[src/rtl/turn_signal_pkg.sv]
// Shared definitions for the turn-signal input conditioning block:
// debouncer state encoding, parameter defaults and the system clock rate.
package turn_signal_pkg;

  localparam int unsigned CLK_HZ              = 50_000_000;
  localparam int unsigned DEBOUNCE_CYCLES_DEF = 500_000;     // 10 ms at CLK_HZ
  localparam int unsigned TICK_DIV_DEF        = 12_500_000;  // 4 Hz step rate at CLK_HZ

  typedef enum logic [1:0] {
    ST_STABLE_LO = 2'd0,
    ST_ARM_HI    = 2'd1,
    ST_STABLE_HI = 2'd2,
    ST_ARM_LO    = 2'd3
  } deb_state_t;

endpackage

[src/rtl/signal_input_cond_if.sv]
// Bundle between the lever inputs and the conditioning block; also carries
// the per-channel debouncer state for observation.
interface signal_input_cond_if;
  import turn_signal_pkg::*;

  // No valid/ready here: raw inputs and left/right are levels, the *_rise and
  // step_tick outputs are single-clock pulses that the consumer must not miss.
  logic       left_raw;
  logic       right_raw;
  logic       left;
  logic       right;
  logic       left_rise;
  logic       right_rise;
  logic       step_tick;
  deb_state_t left_state;
  deb_state_t right_state;

  modport master (
    output left_raw, right_raw,
    input  left, right, left_rise, right_rise, step_tick, left_state, right_state
  );

  modport slave (
    input  left_raw, right_raw,
    output left, right, left_rise, right_rise, step_tick, left_state, right_state
  );

endinterface

[src/rtl/debounce_channel.sv]
// One lever channel: two-flop synchronizer, four-state debouncer, rise pulse.
// Define ACTIVE_LOW_BUTTONS_EN to invert the raw input ahead of the synchronizer.
module debounce_channel
  import turn_signal_pkg::*;
#(
  parameter int unsigned DEBOUNCE_CYCLES = DEBOUNCE_CYCLES_DEF
) (
  input  logic       clock,
  input  logic       reset_n,
  input  logic       raw_i,
  output logic       level_o,
  output logic       rise_o,
  output deb_state_t state_o
);

  localparam int unsigned     CW       = $clog2(DEBOUNCE_CYCLES) + 1;
  localparam logic [CW-1:0]   CNT_DONE = CW'(DEBOUNCE_CYCLES - 1);

  logic          raw_in;
  logic          sync1_q;
  logic          sync2_q;
  deb_state_t    state_q;
  logic [CW-1:0] count_q;
  logic          level_q;
  logic          level_prev_q;
  logic          rise_q;

`ifdef ACTIVE_LOW_BUTTONS_EN
  assign raw_in = ~raw_i;
`else
  assign raw_in = raw_i;
`endif

  // Entering ARM already counts one clock, so the ARM state completes once the
  // count has reached DEBOUNCE_CYCLES-1 on entry to the update (immediately for 1).
  always_ff @(posedge clock or negedge reset_n) begin
    if (!reset_n) begin
      sync1_q      <= 1'b0;
      sync2_q      <= 1'b0;
      state_q      <= ST_STABLE_LO;
      count_q      <= '0;
      level_q      <= 1'b0;
      level_prev_q <= 1'b0;
      rise_q       <= 1'b0;
    end else begin
      sync1_q      <= raw_in;
      sync2_q      <= sync1_q;
      level_prev_q <= level_q;
      rise_q       <= level_q & ~level_prev_q;
      case (state_q)
        ST_STABLE_LO: begin
          if (sync2_q) begin
            state_q <= ST_ARM_HI;
            count_q <= CW'(1);
          end
        end
        ST_ARM_HI: begin
          if (!sync2_q) begin
            state_q <= ST_STABLE_LO;
            count_q <= '0;
          end else if (count_q >= CNT_DONE) begin
            state_q <= ST_STABLE_HI;
            level_q <= 1'b1;
            count_q <= '0;
          end else begin
            count_q <= count_q + CW'(1);
          end
        end
        ST_STABLE_HI: begin
          if (!sync2_q) begin
            state_q <= ST_ARM_LO;
            count_q <= CW'(1);
          end
        end
        ST_ARM_LO: begin
          if (sync2_q) begin
            state_q <= ST_STABLE_HI;
            count_q <= '0;
          end else if (count_q >= CNT_DONE) begin
            state_q <= ST_STABLE_LO;
            level_q <= 1'b0;
            count_q <= '0;
          end else begin
            count_q <= count_q + CW'(1);
          end
        end
        default: begin
          state_q <= ST_STABLE_LO;
          count_q <= '0;
          level_q <= 1'b0;
        end
      endcase
    end
  end

  assign level_o = level_q;
  assign rise_o  = rise_q;
  assign state_o = state_q;

endmodule

[src/rtl/signal_input_cond.sv]
// Turn-signal input conditioning: two debounced lever channels plus a free-running
// step_tick divider. Polarity option ACTIVE_LOW_BUTTONS_EN lives in debounce_channel.
module signal_input_cond
  import turn_signal_pkg::*;
#(
  parameter int unsigned DEBOUNCE_CYCLES = DEBOUNCE_CYCLES_DEF,
  parameter int unsigned TICK_DIV        = TICK_DIV_DEF
) (
  input logic                clock,
  input logic                reset_n,
  signal_input_cond_if.slave bus
);

  localparam int unsigned   TW        = $clog2(TICK_DIV) + 1;
  localparam logic [TW-1:0] TICK_LAST = TW'(TICK_DIV - 1);

  logic [TW-1:0] tick_cnt_q;
  logic [TW-1:0] tick_cnt_d;
  logic          step_tick_q;

  always_comb begin
    tick_cnt_d = tick_cnt_q + TW'(1);
    if (tick_cnt_q == TICK_LAST) begin
      tick_cnt_d = '0;
    end
  end

  // step_tick is registered from the next count so it lines up with count==TICK_DIV-1.
  always_ff @(posedge clock or negedge reset_n) begin
    if (!reset_n) begin
      tick_cnt_q  <= '0;
      step_tick_q <= 1'b0;
    end else begin
      tick_cnt_q  <= tick_cnt_d;
      step_tick_q <= (tick_cnt_d == TICK_LAST);
    end
  end

  assign bus.step_tick = step_tick_q;

  debounce_channel #(
    .DEBOUNCE_CYCLES(DEBOUNCE_CYCLES)
  ) u_left (
    .clock   (clock),
    .reset_n (reset_n),
    .raw_i   (bus.left_raw),
    .level_o (bus.left),
    .rise_o  (bus.left_rise),
    .state_o (bus.left_state)
  );

  debounce_channel #(
    .DEBOUNCE_CYCLES(DEBOUNCE_CYCLES)
  ) u_right (
    .clock   (clock),
    .reset_n (reset_n),
    .raw_i   (bus.right_raw),
    .level_o (bus.right),
    .rise_o  (bus.right_rise),
    .state_o (bus.right_state)
  );

endmodule
[src/flat_wrapper.sv]
// flat-port wrapper written by rule: the top's interface ports become plain ports
module signal_input_cond_flat import turn_signal_pkg::*;
#(
  parameter int unsigned DEBOUNCE_CYCLES = DEBOUNCE_CYCLES_DEF,
  parameter int unsigned TICK_DIV        = TICK_DIV_DEF
)
  (clock, reset_n, bus_left_raw, bus_right_raw, bus_left, bus_right, bus_left_rise, bus_right_rise, bus_step_tick, bus_left_state, bus_right_state);
  signal_input_cond_if bus_i ();
  input logic clock;
  input logic reset_n;
  input wire logic [$bits(bus_i.left_raw)-1:0] bus_left_raw;
  input wire logic [$bits(bus_i.right_raw)-1:0] bus_right_raw;
  output wire logic [$bits(bus_i.left)-1:0] bus_left;
  output wire logic [$bits(bus_i.right)-1:0] bus_right;
  output wire logic [$bits(bus_i.left_rise)-1:0] bus_left_rise;
  output wire logic [$bits(bus_i.right_rise)-1:0] bus_right_rise;
  output wire logic [$bits(bus_i.step_tick)-1:0] bus_step_tick;
  output wire logic [$bits(bus_i.left_state)-1:0] bus_left_state;
  output wire logic [$bits(bus_i.right_state)-1:0] bus_right_state;
  assign bus_i.left_raw = bus_left_raw;
  assign bus_i.right_raw = bus_right_raw;
  assign bus_left = bus_i.left;
  assign bus_right = bus_i.right;
  assign bus_left_rise = bus_i.left_rise;
  assign bus_right_rise = bus_i.right_rise;
  assign bus_step_tick = bus_i.step_tick;
  assign bus_left_state = bus_i.left_state;
  assign bus_right_state = bus_i.right_state;
  signal_input_cond #(.DEBOUNCE_CYCLES(DEBOUNCE_CYCLES), .TICK_DIV(TICK_DIV)) u_core (.clock(clock), .reset_n(reset_n), .bus(bus_i));
endmodule
[config.mk]
export PLATFORM = sky130hd
export DESIGN_NAME = signal_input_cond_flat
export DESIGN_NICKNAME = d
export VERILOG_FILES = /design/src/rtl/turn_signal_pkg.sv /design/src/rtl/signal_input_cond_if.sv /design/src/rtl/debounce_channel.sv /design/src/rtl/signal_input_cond.sv /design/src/flat_wrapper.sv
export SDC_FILE = /design/constraint.sdc
export NUM_CORES = 1
export LEC_CHECK = 0
export BUFFER_PORTS_ARGS = -buffer_cell sky130_fd_sc_hd__buf_2
export CORE_MARGIN = 3
export CORE_UTILIZATION = 65
export DETAILED_ROUTE_END_ITERATION = 8
export GPL_TIMING_DRIVEN = 0
export HOLD_SLACK_MARGIN = 0.06
export PLACE_DENSITY_LB_ADDON = 0.12
export SLEW_MARGIN = 20
export SYNTH_ARGS = -nofsm -noshare
export SYNTH_HDL_FRONTEND = slang
export SYNTH_HIERARCHICAL = 1
export SYNTH_SLANG_ARGS = --single-unit
[constraint.sdc]
create_clock -name clock -period 3.6 [get_ports clock]
set_input_delay 0.72 -clock clock [delete_from_list [all_inputs] [get_ports clock]]
set_output_delay 0.72 -clock clock [all_outputs]
set_load 0.01 [all_outputs]
## Word-level counts from Yosys, hierarchy flattened

Index checks and enable logic that the tools add are counted.

- Bitwise gates (word level): 4
- Reductions and logical operators: 10
- Muxes and demuxes: 37
- Order comparisons: 2
- Add/sub/neg operators: 3
- Equal/unequal tests: 24

Operators with widths:

| kind | count |
|---|---|
| 20-bit two-way mux | 10 |
| 20-bit one-hot mux with 4 select lines | 2 |
| 25-bit by 24-bit equality test with 1-bit output (second input constant) | 2 |
| 20-bit by 1-bit adder with 20-bit output (second input constant) | 2 |
| 20-bit by 19-bit greater-or-equal comparator with 1-bit output (second input constant) | 2 |
| 25-bit by 1-bit adder with 25-bit output (second input constant) | 1 |
| 25-bit two-way mux | 1 |
| 2-bit two-way mux | 12 |
| 2-bit != test (second input constant) | 12 |
| 2-bit one-hot mux with 4 select lines | 2 |
| 3-bit != test (second input constant) | 4 |
| 5-bit AND reduction | 2 |
| 2-bit equality test (second input constant) | 4 |
| 1-bit two-way mux | 8 |
| 4-bit AND reduction | 2 |
| 2-bit by 1-bit equality test with 1-bit output (second input constant) | 2 |
| 2-bit zero test | 2 |
| 1-bit one-hot mux with 2 select lines | 2 |
| 2-bit AND reduction | 2 |
| 2-bit nonzero test | 2 |
| 1-bit AND | 2 |
| 1-bit inverter | 2 |

- Input port bits: 4
- Logic and storage cells: 96
- Output and inout bits: 9
- Flip-flop bits (word level): 80

## Longest topological paths before layout

- Depth in word-level cells: 4
- Depth in mapped cells: 8
- Gate-level depth less buffers: 7

## By module

Netlist, hierarchy kept.

Modules (own cells, without submodules):

| module | times used | seq. area each (sq um) | cells an instance | area each (sq um) |
|---|---|---|---|---|
| signal_input_cond | 1 | 650.6 | 153 | 1451.4 |
| debounce_channel at u_core.u_right | 1 | 675.6 | 143 | 1376.3 |
| debounce_channel at u_core.u_left | 1 | 675.6 | 135 | 1341.3 |

## Worst setup path before layout

OpenSTA, ideal clock, no wires.

- Path kind: register to register
- From: register u_core.tick_cnt_q[0]
- To: register u_core.step_tick_q (netlist: u_core/bus.step_tick)
- Data required time: 3.504 ns
- Path slack: 1.308 ns
- Clock period less this slack: 2.292 ns
- Stages on the path, launching flop included: 8
- Path buffers: 0
- Library setup time: 0.096 ns
- Arrival time: 2.197 ns
- Cells stage by stage: dfrtp_1 > ha_1 > nand4_2 > nor3_2 > xnor2_1 > or4_1 > or4_1 > nor4_2

- Word-level cells in the longest chain between the ends: 3
- Elaborated cells on any way between the ends: 4
- Those cells by class: 1 x add/sub; 2 x eq/ne; 1 x mux

Ends and longest elaborated chain:

| what | RTL line | RTL |
|---|---|---|
| start: declaration | signal_input_cond.sv:17 | `logic [TW-1:0] tick_cnt_q;` |
| start signal: assignment | signal_input_cond.sv:34 | `tick_cnt_q <= tick_cnt_d;` |
| 25-bit by 1-bit adder with 25-bit output / 25-bit by 24-bit equality test with 1-bit output (equally long branches) | signal_input_cond.sv:22, signal_input_cond.sv:23 |  |
| 25-bit two-way mux (*) | signal_input_cond.sv:23 | `if (tick_cnt_q == TICK_LAST) begin` |
| 25-bit by 24-bit equality test with 1-bit output (*) | signal_input_cond.sv:35 | `step_tick_q <= (tick_cnt_d == TICK_LAST);` |
| end signal: assignment | signal_input_cond.sv:35 |  |
| end: declaration | signal_input_cond.sv:19 | `logic step_tick_q;` |

Mark *: on every way between the ends. The rest lies on a longest branch, timed or not.
A chain may end at the register's enable or synchronous reset.

## Final worst setup path

Ends and elaborated chain as after synthesis.

==> metrics.csv <==
stage,metric,value,unit
synth,synth_edf_count,0,
timing,grt_setup_unrepaired,false,
timing,hold_violations,0,
cells_and_area,final_cell_mix,"dfrtp_1 (80), nor2_1 (48), nand2_1 (35)",
synth,ys.flop_type,dfrtp_1,
synth,synth_top_area_cell,dfrtp_1,
synth,async_flop_share,100,%
global_routing,grt_pass1_vias,3266,
floorplan,dieHeight,86.1,um
floorplan,rows,28,
drt,totalWireLength,8.47,mm
floorplan,core_area,6060,um^2
cts,tritoncts,built,
cells_and_area,diodes,0,
worst_setup_path,end_kind,flop,
placement,hpwlAfterDp,5.80,mm
cts,cts_setup_buffers,0,
synth,synth_area,4170,um^2
global_routing,antenna_found_initial,0,
cts,htree_levels,3,
cts,cts_sinks,80,
timing,max_freq,393,MHz
timing,fin_crit,2.54,ns
min_path,hp-class,input port to asynchronous set/reset pin,
floorplan,io-pin-count,13,
global_routing,track_usage,24.9,%
drt,num_vias,3389,
pwr,total_power,2.33,mW
cells_and_area,final_common_cell,dfrtp_1,
placement,routabilityCongestion,0.946,
drt,drtIter0Drc,209,
cts,cts_made_buffers,9,
placement,preCtsSetupSlack,1.07,ns
placement,io_buffers,12,
timing,fin_skew,0.0110,ns
drt,ant_nets,0,
cts,clk_latency,0.35,ns
cts,ctsRootBufferMaster,clkbuf_8,
synth,yosysTopAreaCellShare,48.0,%
cells_and_area,stdcell_count,535,
worst_setup_path,path_class,flop to flop,
synth,synth_cell_types,56,
timing,setup_tns,0,ns
worst_setup_path,cp_data_required_time,3.85,ns
floorplan,die_x,86.1,um
synth,synthTopCellsByArea,"dfrtp_1 (48%), nor2_1 (4.3%), xnor2_1 (3.8%)",
worst_setup_path,arrival,2.79,ns
cts,clockBufferDepth,2,
timing,relSlewSlack,53.1,%
synth,ys_ff_latch,80,
cts,clk_pin_slew,0.09,ns
timing,finalMaxSlewViolations,0,
floorplan,die_area,7410,um^2
worst_setup_path,path_max_fanout,6,
timing,timing.final.crit_share,70.6,%
cts,holdBufCountCts,0,
pwr,power_density,512,nW/um^2
timing,fin_ws,1.06,ns
drt,firstDrtPassIters,5,
synth,syn-num-nets,438,
run,cap_viol_max_count,0,
synth,ys_seq_area_share,48.0,%
timing,setup_viol,0,
cells_and_area,final_nets,462,
pwr,ir_worst_vdd,0.000439,V
floorplan,start_util,68.8,%
placement,dp.cells,519,
cells_and_area,areaGrowthSynthToFinish,9.27,%
pwr,p_leak,2.01,nW
timing,tightestPinTransition,0.700,ns
synth,syn_avg_cell_area,9.67,um^2
cells_and_area,layout-drive-gt1-share,12.6,%
drt,drc,0,
status,status,completed,
synth,ys.warnings.count,6,
synth,synthCells,431,
drt,wire_per_inst,15.8,um
global_routing,overflow,0,
global_routing,grt_max_degree,61,
drt,via_per_inst,6.33,
cells_and_area,fin_util,75.2,%
cts,cts_resized,0,
worst_setup_path,startpoint_type,flop,
global_routing,grt_pass1_wl,14.7,mm
cells_and_area,fillCellCount,425,
## cell type report
cell class	count	area [um^2]	area share (%)
clock inverters	7	78.8	1.73
repair buffers	13	90.1	1.98
multi-input cells	322	2020	44.4
inverters	12	45.0	0.989
well taps	75	93.8	2.06
clock buffers	9	124	2.72
plain buffers	17	100	2.20
flip-flops and latches	80	2000	43.9
## routing by layer
| metal | global-route usage [%] | wire (um) | vias to the layer above |
|---|---|---|---|
| met5 | 0 | 0 | - |
| met1 | 33.2 | 3850 | 1666 |
| met4 | 9.64 | 118 | 0 |
| li1 | - | - | 1620 |
| met2 | 40.6 | 4120 | 94 |
| met3 | 4.42 | 384 | 9 |
## report_power, final
group / leakage (nW) / switching [mW] / internal, mW
clock network: 0.0925 / 0.342 / 0.326
registers: 1.08 / 0.0720 / 0.951
logic: 0.837 / 0.388 / 0.252
## synthesized netlist by cell type, drive strengths merged, types with 9 or more instances
| master | instances |
|---|---|
| nor2 | 48 |
| dfrtp | 80 |
| o21ai | 14 |
| inv | 12 |
| nand4 | 14 |
| nand3 | 29 |
| nand2 | 36 |
| a22o | 14 |
| nor3 | 12 |
| xnor2 | 18 |
| a31oi | 19 |
| a21oi | 21 |
| a21o | 9 |
| buf | 9 |
## state kept, by name (all words and copies together) (netlist names), named ones only
signal / count
u_core/tick_cnt_q: 25
u_core/u_left/count_q: 20
u_core/u_right/count_q: 20
u_core/bus.step_tick: 1
u_core/u_left/level_o: 1
u_core/u_left/level_prev_q: 1
u_core/u_left/rise_o: 1
u_core/u_left/state_o: 1
u_core/u_left/sync1_q: 1
u_core/u_left/sync2_q: 1
u_core/u_right/level_o: 1
u_core/u_right/level_prev_q: 1
u_core/u_right/rise_o: 1
u_core/u_right/state_o: 1
u_core/u_right/sync1_q: 1
u_core/u_right/sync2_q: 1
## logic make-up after synthesis
family                   after synthesis  synth area share [%]
AND/OR/NAND/NOR                      192                  25.0
AO/OA/AOI/OAI                         98                  16.4
flip-flops                            80                  48.0
buffers and inverters                 29                  3.48
XOR/XNOR                              26                  5.46
multiplexers                           3                 0.780
adder cells (fa/ha/maj)                3                 0.900
## worst max-delay path: stages (launching register included)
cell and delay [ns]:
dfrtp_1 0.41, ha_1 0.26, nand4_2 0.22, nor3_2 0.24, xnor2_1 0.10, or4_1 0.52, or4_1 0.42, nor4_2 0.27
## stage by stage
stage	cell area, um^2	hold WS (ns)
detailed placement	4350	0.340
floorplan	4170	0.331
CTS	4560	0.240
global route	4560	0.231
global placement	4320	0.336
finish	4560	0.247
## final timing paths
path                       slack, ns  cells past startpoint                     to                   from
min in group clock              0.36                      0  u_core/u_left/sync2_q  u_core/u_left/sync1_q
max reg2reg                     1.06                      7   u_core/bus.step_tick   u_core/tick_cnt_q[0]
min                             0.25                      1  u_core/u_right/rise_o                reset_n
min reg2reg                     0.36                      0  u_core/u_left/sync2_q  u_core/u_left/sync1_q
max                             1.06                      7   u_core/bus.step_tick   u_core/tick_cnt_q[0]
max in group asynchronous       2.78                      2   u_core/tick_cnt_q[7]                reset_n
Note: power is estimated with default switching activity, not from simulation.
